**src/rtl/sa_csa_accum_resolve_pkg.sv**
```systemverilog
// Shared definitions for the carry-save accumulator / resolver slice:
// FSM encodings, default geometry and the chunk-index width helper.
package sa_csa_accum_resolve_pkg;

    typedef enum logic [1:0] {
        ACCUM   = 2'd0,
        RESOLVE = 2'd1,
        OUTPUT  = 2'd2
    } state_e;

    localparam int ACC_WIDTH_DEF = 16;
    localparam int CHUNK_W_DEF   = 4;
    localparam int NCHUNK        = ACC_WIDTH_DEF / CHUNK_W_DEF;

    // A single-chunk adder still needs a one-bit index register.
    function automatic int idx_w(input int n);
        return (n > 1) ? $clog2(n) : 1;
    endfunction

endpackage

```
**src/rtl/sa_csa_accum_resolve_csa_4to2.sv**
```systemverilog
// 4:2 carry-save compressor built from two cascaded 3:2 layers; the shifted
// carries are truncated to WIDTH, so the pair preserves a+b+c+d mod 2^WIDTH.
module sa_csa_4to2 #(
    parameter int WIDTH = 16
) (
    input  logic [WIDTH-1:0] a,
    input  logic [WIDTH-1:0] b,
    input  logic [WIDTH-1:0] c,
    input  logic [WIDTH-1:0] d,
    output logic [WIDTH-1:0] sum,
    output logic [WIDTH-1:0] carry
);

    logic [WIDTH-1:0] s1;
    logic [WIDTH-1:0] m1;
    logic [WIDTH-1:0] c1;
    logic [WIDTH-1:0] m2;

    always_comb begin
        s1    = a ^ b ^ c;
        m1    = (a & b) | (a & c) | (b & c);
        c1    = m1 << 1;
        sum   = s1 ^ c1 ^ d;
        m2    = (s1 & c1) | (s1 & d) | (c1 & d);
        carry = m2 << 1;
    end

endmodule

```
**src/rtl/sa_csa_accum_resolve.sv**
```systemverilog
// Burst accumulator held in carry-save form, resolved on the last beat by a
// one-chunk-per-cycle carry-propagate adder and returned over valid/ready.
module sa_csa_accum_resolve
    import sa_csa_accum_resolve_pkg::*;
#(
    parameter int IN_WIDTH  = 8,
    parameter int ACC_WIDTH = ACC_WIDTH_DEF,
    parameter int CHUNK_W   = CHUNK_W_DEF,
    parameter int CNT_W     = 8
) (
    input  logic                 nvdla_core_clk,
    input  logic                 nvdla_core_rstn,
    input  logic                 in_pvld,
    output logic                 in_prdy,
    input  logic [IN_WIDTH-1:0]  in_sum,
    input  logic [IN_WIDTH-1:0]  in_carry,
    input  logic                 in_last,
    output logic                 out_pvld,
    input  logic                 out_prdy,
    output logic [ACC_WIDTH-1:0] out_data,
    output logic [CNT_W-1:0]     out_count
);

    localparam int N_CHUNK = ACC_WIDTH / CHUNK_W;
    localparam int CIDX_W  = idx_w(N_CHUNK);

    state_e               state;
    state_e               state_nxt;
    logic [ACC_WIDTH-1:0] acc_s;
    logic [ACC_WIDTH-1:0] acc_c;
    logic [ACC_WIDTH-1:0] cmp_s;
    logic [ACC_WIDTH-1:0] cmp_c;
    logic [ACC_WIDTH-1:0] ext_sum;
    logic [ACC_WIDTH-1:0] ext_carry;
    logic [CNT_W-1:0]     count;
    logic [CIDX_W-1:0]    chunk_idx;
    logic                 cin;
    logic [CHUNK_W-1:0]   chunk_s;
    logic [CHUNK_W-1:0]   chunk_c;
    logic [CHUNK_W:0]     chunk_sum;
    logic                 in_fire;
    logic                 out_fire;
    logic                 last_chunk;

    function automatic logic [CNT_W-1:0] sat_inc(input logic [CNT_W-1:0] v);
        return (&v) ? v : v + CNT_W'(1);
    endfunction

    assign in_prdy    = (state == ACCUM);
    assign in_fire    = in_pvld && in_prdy;
    assign out_fire   = out_pvld && out_prdy;
    assign last_chunk = (chunk_idx == CIDX_W'(N_CHUNK - 1));
    assign ext_sum    = ACC_WIDTH'(in_sum);
    assign ext_carry  = ACC_WIDTH'(in_carry);

    sa_csa_4to2 #(.WIDTH(ACC_WIDTH)) u_csa (
        .a     (acc_s),
        .b     (acc_c),
        .c     (ext_sum),
        .d     (ext_carry),
        .sum   (cmp_s),
        .carry (cmp_c)
    );

    // Constant-index mux keeps the chunk select free of variable part-selects.
    always_comb begin
        chunk_s = '0;
        chunk_c = '0;
        for (int k = 0; k < N_CHUNK; k++) begin
            if (chunk_idx == CIDX_W'(k)) begin
                chunk_s = acc_s[k*CHUNK_W +: CHUNK_W];
                chunk_c = acc_c[k*CHUNK_W +: CHUNK_W];
            end
        end
        chunk_sum = {1'b0, chunk_s} + {1'b0, chunk_c} + {{CHUNK_W{1'b0}}, cin};
    end

    always_comb begin
        state_nxt = state;
        case (state)
            ACCUM:   if (in_fire && in_last) state_nxt = RESOLVE;
            RESOLVE: if (last_chunk)         state_nxt = OUTPUT;
            OUTPUT:  if (out_fire)           state_nxt = ACCUM;
            default:                         state_nxt = ACCUM;
        endcase
    end

    always_ff @(posedge nvdla_core_clk or negedge nvdla_core_rstn) begin
        if (!nvdla_core_rstn) begin
            state <= ACCUM;
        end else begin
            state <= state_nxt;
        end
    end

    always_ff @(posedge nvdla_core_clk or negedge nvdla_core_rstn) begin
        if (!nvdla_core_rstn) begin
            acc_s     <= '0;
            acc_c     <= '0;
            count     <= '0;
            chunk_idx <= '0;
            cin       <= 1'b0;
            out_data  <= '0;
            out_count <= '0;
            out_pvld  <= 1'b0;
        end else begin
            case (state)
                ACCUM: begin
                    if (in_fire) begin
                        acc_s     <= cmp_s;
                        acc_c     <= cmp_c;
                        count     <= sat_inc(count);
                        chunk_idx <= '0;
                        cin       <= 1'b0;
                    end
                end
                RESOLVE: begin
                    for (int k = 0; k < N_CHUNK; k++) begin
                        if (chunk_idx == CIDX_W'(k)) begin
                            out_data[k*CHUNK_W +: CHUNK_W] <= chunk_sum[CHUNK_W-1:0];
                        end
                    end
                    // Carry out of the top chunk is dropped: result is mod 2^ACC_WIDTH.
                    cin       <= chunk_sum[CHUNK_W];
                    chunk_idx <= chunk_idx + CIDX_W'(1);
                    if (last_chunk) begin
                        out_pvld  <= 1'b1;
                        out_count <= count;
                    end
                end
                OUTPUT: begin
                    if (out_fire) begin
                        out_pvld <= 1'b0;
                        acc_s    <= '0;
                        acc_c    <= '0;
                        count    <= '0;
                    end
                end
                default: ;
            endcase
        end
    end

endmodule

```
**config.mk**
```make
export PLATFORM = sky130hd
export DESIGN_NAME = sa_csa_accum_resolve
export DESIGN_NICKNAME = d
export VERILOG_FILES = /design/src/rtl/sa_csa_accum_resolve_pkg.sv /design/src/rtl/sa_csa_accum_resolve_csa_4to2.sv /design/src/rtl/sa_csa_accum_resolve.sv
export SDC_FILE = /design/constraint.sdc
export NUM_CORES = 1
export LEC_CHECK = 0
export CORE_UTILIZATION = 42
export CTS_BUF_LIST = sky130_fd_sc_hd__clkbuf_4
export CTS_CLUSTER_DIAMETER = 200
export CTS_CLUSTER_SIZE = 20
export DETAILED_ROUTE_END_ITERATION = 10
export DONT_BUFFER_PORTS = 1
export GPL_TIMING_DRIVEN = 0
export MAX_ROUTING_LAYER = met4
export PLACE_DENSITY = 0.65
export SKIP_LAST_GASP = 1
export SLEW_MARGIN = 40
export SYNTH_ARGS = -nofsm -noshare
export SYNTH_HDL_FRONTEND = slang
export SYNTH_SLANG_ARGS = --single-unit
export TNS_END_PERCENT = 10
```
**constraint.sdc**
```tcl
create_clock -name nvdla_core_clk -period 3.3 [get_ports nvdla_core_clk]
set_input_delay 0.33 -clock nvdla_core_clk [delete_from_list [all_inputs] [get_ports nvdla_core_clk]]
set_output_delay 0.33 -clock nvdla_core_clk [all_outputs]
set_load 0.05 [all_outputs]
```
==> results of run 1 <==
cell type report:
class,instances,area [um2]
buffer,13,85.1
multi-input combinational,223,1830
inverter,6,22.5
clock inverter,7,90.1
sequential,69,1730
tap,105,131
clock buffer,9,67.6
fill,774,4350
timing repair buffer,2,37.5
power breakdown:
group	switching [uW]	internal, uW
Clock	320	303
Combinational	843	694
Sequential	705	1130
Total	1870	2120
timing repair:
action	CTS	global route
hold buffers	2	0
setup buffers	0	0
hold endpoints to repair	69	0
endpoints found under the setup margin	0	7
resized for setup	0	4
cell families after synthesis:
logic type / share of synthesized area
flops: 0.472
buf+inv: 0.0287
fa+ha+maj: 0.170
compound gates: 0.157
mux: 0.0523
simple gates: 0.114
xor+xnor: 0.00718
metrics by stage:
step                      utilization  cells  hold WS [ns]  instance area, um2  setup WS (ns)
after floorplan                     -    311        0.0344                3660          0.584
after global placement          0.455    416        0.0356                3790          0.153
after detailed placement        0.455    416        0.0353                3790          0.173
after CTS                       0.478    434        0.0607                3990          0.126
after global routing            0.479    434        0.0665                3990         0.0144
final                           0.479    434        0.0709                3990          0.253
worst max-delay path, cell delays in order, from the launching register on:
cell and delay, ns:
sky130_fd_sc_hd__dfrtp_1 0.45, sky130_fd_sc_hd__inv_1 0.10, sky130_fd_sc_hd__ha_1 0.14, sky130_fd_sc_hd__clkbuf_1 0.29, sky130_fd_sc_hd__clkbuf_2 0.27, sky130_fd_sc_hd__a21oi_1 0.07, sky130_fd_sc_hd__a21oi_1 0.14, sky130_fd_sc_hd__o21ai_0 0.14
sky130_fd_sc_hd__fa_1 0.47, sky130_fd_sc_hd__fa_1 0.42, sky130_fd_sc_hd__xnor2_1 0.29, sky130_fd_sc_hd__o21ai_0 0.14
how the worst min path moves through the flow:
stage / start / endpoint / slack, ns / depth (start not counted)
finish: out_prdy / state[1] / 0.07 / 3
global route: out_prdy / state[1] / 0.07 / 3
CTS: out_prdy / state[1] / 0.06 / 3
detailed placement: nvdla_core_rstn / acc_c[6] / 0.04 / 0
global placement: nvdla_core_rstn / acc_c[6] / 0.04 / 0
floorplan: nvdla_core_rstn / acc_c[10] / 0.03 / 0
sequential cells by signal (all words and copies together), names as in the netlist:
register   flops
acc_c         15
out_pvld       1
count          8
cin            1
chunk_idx      2
state          2
out_data      16
acc_s         16
out_count      8
per-layer routing:
layer,GRT usage,vias to the layer above,part of all wire
li1,-,1141,-
met1,0.264,1237,0.48
met2,0.274,58,0.45
met3,0.0455,10,0.048
met4,0.0732,0,0.016
met5,-,-,0
placed cells by master (no fill, tap or decap), drive strengths merged, types with 5 or more instances in the layout:
cell type	netlist	routed
mux2	17	17
nand2	44	44
clkbuf	6	15
dfrtp	69	69
nand3	10	10
buf	7	8
a21oi	17	17
nand3b	7	7
inv	6	6
fa	16	16
nor2	5	5
ha	24	24
o21ai	24	24
a22o	29	29
==> impl_metrics.ini, run 1 <==
[status]
status = finished clean

[final_layout]
final_layout_size_suffix_gt1_frac = 0.143
areaGrowthSynthToFinish_pct = 9.06
num-nets-final = 385
antenna_cells_inserted = 0

[detailed_routing]
first_pass_iters = 4
drt_drc_violations_left = 0
route.final.wire_length_um = 7480
drt-initial-drc-count = 114
post_dr_vias_cell = 5.64
routed_wire_length_per_instance_um = 17.2
detailroute.via_count = 2446
final_antenna_net_count = 0

[placement]
detailed_place_hpwl_um = 5370
gp_routability_congestion = 0.836
portBuffers = 0

[power]
power_density_nw_per_um2 = 1000
power.total_uw = 3990
p_leak_uw = 0.00188
worst_vdd_drop_v = 0.000417

[critical_path]
r2r_startpoint = chunk_idx[0]
crit_path_end_kind = flop
crit_end = out_data[14]
timing.critical_path.from_type = flop
path_max_fanout = 10
critPathArrivalTime_ns = 3.33
timing.critical_path.from = chunk_idx[0]
r2r_end = out_data[14]
rrSetupSlack_ns = 0.25
worstPathRequired_ns = 3.59
reg2regPathDepth = 11
worstSetupPathType = flop to flop

[yosys]
netlist.area_leader.share = 0.472
number_of_enable_flip_flop_cells_after_synthesis = 0
synth_area_per_cell_um2 = 11.8
synth.cell_area_um2 = 3660
yosysSeqAreaShare = 0.472
postSynthRegisterBits = 69
synth_warnings = 0
synth_fp_nets = 372
synth_top_cells_by_area = sky130_fd_sc_hd__dfrtp_1 (47%), sky130_fd_sc_hd__fa_1 (8.8%), sky130_fd_sc_hd__ha_1 (8.2%)
syn_inst = 311
yosys_most_used_dff = sky130_fd_sc_hd__dfrtp_1
synth_area_leader_cell = sky130_fd_sc_hd__dfrtp_1
yosys.cell_count.top_type = sky130_fd_sc_hd__dfrtp_1
yosysUniqueCellTypes = 40
post_synth_most_frequent_cells = sky130_fd_sc_hd__dfrtp_1 (69), sky130_fd_sc_hd__nand2_1 (43), sky130_fd_sc_hd__a22o_1 (29)
postSynth.asyncResetShare = 1.00

[sta]
setup_viol = 0
timing_max_transition_violations_final = 0
timing.clock.skew_ns = 0.0159
period_share = 0.923
rsz0062_at_grt = false
tns_ns = 0
fmax_mhz = 328
timing.max_slew.rel_slack = 0.557
final-hold-violation-count = 0
tightestPinTransition_ns = 0.665
period_minus_slack_ns = 3.05

[clock_network]
clock_tree.htree_level_count = 3
tritoncts.num_buffers = 9
max-clock-path-buffers = 2
clkTransAtPathRegs_ns = 0.12
root_buffer = sky130_fd_sc_hd__clkbuf_4
worstSkewPairLatency_ns = 0.41
cts_tree = done
clkSinkCount = 69

[global_routing]
grt_remaining_overflow = 0
grt_start_max_net_pins = 70
global_route.usage.total = 0.192
grt_pass1_wl_um = 12500
grt_pass1_vias = 2486
grt_antenna_before_repair = 0

[die]
die-area_um2 = 9090
die_w_um = 95.3
core_area_um2 = 8340
ioPinCount = 47
die_height_um = 95.3
rows = 33
starting_density = 0.439

[run]
cap_violations = 0

[min_path]
hp-class = input port to flop
(Power assumes the default switching activity.)
==> run 2: changes to the inputs <==
--- a/config.mk
+++ b/config.mk
@@ -13,7 +13,6 @@
 export DONT_BUFFER_PORTS = 1
 export GPL_TIMING_DRIVEN = 0
 export MAX_ROUTING_LAYER = met4
-export PLACE_DENSITY = 0.65
 export SKIP_LAST_GASP = 1
 export SLEW_MARGIN = 40
 export SYNTH_ARGS = -nofsm -noshare
==> run 2 against run 1 <==
Net effect:
- clock-buffer cell count unchanged
- critical path type unchanged
- sequential power about the same
- highest routed layer unchanged
- combinational power about the same
- die area unchanged
- sequential share of layout area decreased by 0.22 points
==> impl_metrics.ini, run 2 (same netlist as run 1, synthesis figures left out) <==
[status]
status = finished clean

[final_layout]
areaGrowthSynthToFinish_pct = 9.61
num-nets-final = 384
most-common-layout-cells = sky130_fd_sc_hd__dfrtp_1 (69), sky130_fd_sc_hd__nand2_1 (43), sky130_fd_sc_hd__a22o_1 (29), sky130_fd_sc_hd__ha_1 (24), sky130_fd_sc_hd__o21ai_0 (23)
final_cell_area_um2 = 4010
final_cells = 433
final_core_util = 0.481
registers_with_the_most_flip_flops = acc_s: 16 flops, out_data: 16 flops, acc_c: 15 flops
antenna_cells_inserted = 0
final_layout_size_suffix_gt1_frac = 0.149
layout_commonest_cell = sky130_fd_sc_hd__dfrtp_1

[die]
ioPinCount = 47
die-area_um2 = 9090
die_height_um = 95.3
starting_density = 0.439
die_w_um = 95.3
core_area_um2 = 8340
rows = 33

[detailed_routing]
detailroute.via_count = 2453
route.final.wire_length_um = 7730
final_antenna_net_count = 0
drt-initial-drc-count = 118
first_pass_iters = 4
drt_drc_violations_left = 0
post_dr_vias_cell = 5.67
routed_wire_length_per_instance_um = 17.8

[global_routing]
grt_start_max_net_pins = 70
grt_remaining_overflow = 0
grt_pass1_vias = 2511
grt_antenna_before_repair = 0
global_route.usage.total = 0.197
grt_pass1_wl_um = 12800

[run]
cap_violations = 0

[sta]
timing_max_transition_violations_final = 0
timing.max_slew.rel_slack = 0.560
timing.clock.skew_ns = 0.0136
tns_ns = 0
setup_viol = 0
period_share = 0.894
period_minus_slack_ns = 2.95
fmax_mhz = 339
tightestPinTransition_ns = 0.660
final-hold-violation-count = 0
rsz0062_at_grt = false

[clock_network]
worstSkewPairLatency_ns = 0.43
clock_tree.htree_level_count = 3
tritoncts.num_buffers = 9
cts_tree = done
post_cts_buffers = 0
clkSinkCount = 69
max-clock-path-buffers = 2
root_buffer = sky130_fd_sc_hd__clkbuf_4
clkTransAtPathRegs_ns = 0.13

[critical_path]
worstPathRequired_ns = 3.63
worstSetupPathType = flop to flop
critPathArrivalTime_ns = 3.28
path_max_fanout = 10
timing.critical_path.from_type = flop
crit_path_end_kind = flop

[placement]
dpl_cell_area_um2 = 3790
dp.cells = 416
detailed_place_hpwl_um = 5510
gp_routability_congestion = 0.855
portBuffers = 0

[power]
worst_vdd_drop_v = 0.000573
power.total_uw = 4060
power_density_nw_per_um2 = 1010
p_leak_uw = 0.00189

[min_path]
hp-class = input port to flop
run 2: area by class of cell:
class	instances	area (um2)
tap	105	131
fill	799	4330
timing repair buffer	2	37.5
sequential	69	1730
multi-input combinational	223	1840
buffer	12	81.3
clock inverter	7	106
inverter	6	22.5
clock buffer	9	67.6
run 2: worst paths after layout:
check	startpoint	end	slack, ns	depth (start not counted)
max reg2reg	chunk_idx[0]	cin	0.35	11
min in group asynchronous	nvdla_core_rstn	acc_c[5]	0.46	2
min reg2reg	acc_s[15]	acc_s[15]	0.51	1
min	out_prdy	state[1]	0.06	3
max	chunk_idx[0]	cin	0.35	11
max in group asynchronous	nvdla_core_rstn	acc_c[12]	2.57	2
run 2: report_power, final:
group          switching [uW]  internal [uW]  total [uW]
sequential                704           1130        1830
clock                     345            320         665
combinational             857            706        1560
run 2: critical path, cell delays in order (launching register included):
cell                       delay [ns]
sky130_fd_sc_hd__dfrtp_1         0.46
sky130_fd_sc_hd__inv_1           0.10
sky130_fd_sc_hd__ha_1            0.33
sky130_fd_sc_hd__clkbuf_2        0.27
sky130_fd_sc_hd__a21oi_1         0.06
sky130_fd_sc_hd__a21oi_1         0.16
sky130_fd_sc_hd__o21ai_0         0.16
sky130_fd_sc_hd__fa_1            0.47
sky130_fd_sc_hd__fa_1            0.44
sky130_fd_sc_hd__a21o_1          0.20
sky130_fd_sc_hd__a21oi_1         0.13
sky130_fd_sc_hd__o21ai_0         0.08
run 2: per-layer routing:
metal / GRT usage / vias up / part of all wire
met5: - / - / 0
met4: 0.0631 / 0 / 0.011
met3: 0.0463 / 10 / 0.042
met2: 0.292 / 46 / 0.47
li1: - / 1147 / -
met1: 0.268 / 1250 / 0.48
run 2: metrics by stage:
stage	worst slack [ns]	hold WS, ns
6_report	0.349	0.0553
5_1_grt	0.0732	0.0766
4_1_cts	0.0386	0.0340
3_5_place_dp	0.0604	0.0355
3_3_place_gp	0.155	0.0365
2_1_floorplan	0.584	0.0344
run 2: repair_timing:
| item | in CTS | in global routing |
|---|---|---|
| hold endpoints to repair | 69 | 0 |
| resized for setup | 0 | 5 |
| endpoints found under the setup margin | 0 | 13 |
| hold buffers | 2 | 0 |
==> run 3: changes to the inputs <==
--- a/config.mk
+++ b/config.mk
@@ -10,7 +10,6 @@
 export CTS_CLUSTER_DIAMETER = 200
 export CTS_CLUSTER_SIZE = 20
 export DETAILED_ROUTE_END_ITERATION = 10
-export DONT_BUFFER_PORTS = 1
 export GPL_TIMING_DRIVEN = 0
 export MAX_ROUTING_LAYER = met4
 export SKIP_LAST_GASP = 1
==> run 3 against run 2 <==
Net effect:
- final area is 11% higher
- fmax down 5.1%
- total power is 5.2% higher
- combinational power up 43%
- cell count is 11% higher
- utilization increased by 5.4 points
- critical path depth up 1
- highest routed layer unchanged
- critical endpoint unchanged
- global-route usage grew 0.74 points
- clock power is 6.0% lower
- first-iteration DRC count up 5.9%
- largest power group is now combinational cells
- clock-buffer cell count is 1 higher
==> impl_metrics.ini, run 3 (same netlist as run 1, synthesis figures left out) <==
[detailed_routing]
routed_wire_length_per_instance_um = 16.2
drt-initial-drc-count = 125
detailroute.via_count = 2582
final_antenna_net_count = 0
first_pass_iters = 4
route.final.wire_length_um = 7780
post_dr_vias_cell = 5.38
drt_drc_violations_left = 0

[die]
starting_density = 0.439
die_height_um = 95.3
die_w_um = 95.3
die-area_um2 = 9090
rows = 33
ioPinCount = 47
core_area_um2 = 8340

[sta]
timing.max_slew.rel_slack = 0.661
tightestPinTransition_ns = 0.507
setup_viol = 0
tns_ns = 0
final-hold-violation-count = 0
fmax_mhz = 322
timing_max_transition_violations_final = 0
rsz0062_at_grt = true
timing.clock.skew_ns = 0.0113
period_share = 0.942
hold_slack_ns = 0.319
period_minus_slack_ns = 3.11

[power]
power_density_nw_per_um2 = 957
p_leak_uw = 0.00206
worst_vdd_drop_v = 0.000567

[placement]
gp_routability_congestion = 0.826
portBuffers = 46
dp.cells = 463
dpl_cell_area_um2 = 4280
detailed_place_hpwl_um = 5770

[clock_network]
post_cts_buffers = 0
max-clock-path-buffers = 2
root_buffer = sky130_fd_sc_hd__clkbuf_4
worstSkewPairLatency_ns = 0.42
cts_tree = done
clkSinkCount = 69
tritoncts.num_buffers = 9
clock_tree.htree_level_count = 3
clkTransAtPathRegs_ns = 0.12

[critical_path]
worst_path_largest_cell_delay_ns = 0.46
critical-path-top-delay-family = adder cells
timing.critical_path.from_type = flop
path_max_fanout = 10
critPathArrivalTime_ns = 3.41
cp_max_stage_cell = sky130_fd_sc_hd__fa_1
worstPathRequired_ns = 3.60
critical_path.n_buffers_inverters = 3
crit_chain = inv_1 > ha_1 > clkbuf_1 > clkbuf_2 > a21oi_1 > a21oi_1 > o21ai_0 > fa_1 > fa_1 > a21o_1 > a21oi_1 > o21ai_0
timing.critical_path.mode_cell = sky130_fd_sc_hd__a21oi_1
crit_path_end_kind = flop
worstSetupPathType = flop to flop

[min_path]
hp-class = input port to async pin

[global_routing]
global_route.usage.total = 0.205
grt_pass1_wl_um = 13400
grt_start_max_net_pins = 46
grt_remaining_overflow = 0
grt_antenna_before_repair = 0
grt_pass1_vias = 2586

[final_layout]
num-nets-final = 431
registers_with_the_most_flip_flops = acc_s: 16 flops, out_data: 16 flops, acc_c: 15 flops
areaGrowthSynthToFinish_pct = 21.9
final_layout_size_suffix_gt1_frac = 0.125
final_cell_area_um2 = 4460
final_core_util = 0.535
most-common-layout-cells = sky130_fd_sc_hd__dfrtp_1 (69), sky130_fd_sc_hd__clkdlybuf4s50_1 (45), sky130_fd_sc_hd__nand2_1 (43), sky130_fd_sc_hd__a22o_1 (29), sky130_fd_sc_hd__ha_1 (24)
antenna_cells_inserted = 0
layout_commonest_cell = sky130_fd_sc_hd__dfrtp_1
final_cells = 480

[status]
status = finished clean

[run]
cap_violations = 0
-- run 3: routing by layer --
| layer | up-vias | global-route usage | share of wire |
|---|---|---|---|
| li1 | 1247 | - | - |
| met1 | 1272 | 0.292 | 0.49 |
| met2 | 53 | 0.293 | 0.46 |
| met3 | 10 | 0.0526 | 0.045 |
| met4 | 0 | 0.0442 | 0.0094 |
| met5 | - | - | 0 |
-- run 3: path summary, 6_finish.rpt --
path                                   start     endpoint  slack, ns  cells past startpoint
setup / recovery                chunk_idx[0]          cin       0.19                     12
hold / removal               nvdla_core_rstn     acc_c[5]       0.32                      2
setup reg to reg                chunk_idx[0]          cin       0.19                     12
hold reg to reg                  out_data[2]  out_data[2]       0.49                      2
max in group asynchronous    nvdla_core_rstn     acc_s[9]       2.48                      3
min in group nvdla_core_clk      out_data[2]  out_data[2]       0.49                      2
-- run 3: repair_timing --
action | 4_1_cts | 5_1_grt
gates resized for setup | 0 | 3
hold endpoints to repair | 24 | 0
setup endpoints to repair | 0 | 13
hold buffers | 1 | 0
-- run 3: area by class of cell --
| cell class | count | area [um2] |
|---|---|---|
| plain buffers | 13 | 83.8 |
| clock buffers | 10 | 75.1 |
| clock inverters | 6 | 87.6 |
| fillers | 759 | 3880 |
| inverters | 6 | 22.5 |
| multi-input cells | 223 | 1840 |
| flip-flops and latches | 69 | 1730 |
| well taps | 105 | 131 |
| repair buffers | 48 | 499 |
-- run 3: per-stage QoR --
stage / worst slack (ns) / total power (uW)
detailed placement: 0.0145 / 3670
CTS: 0.0151 / 4310
global route: -0.0890 / 4610
global placement: -0.538 / 3600
finish: 0.192 / 4270
floorplan: 0.584 / 2950
-- run 3: where the power goes --
part | internal, uW | switching [uW]
Sequential | 1130 | 279
Combinational | 921 | 1310
Clock | 314 | 310
Total | 2370 | 1900
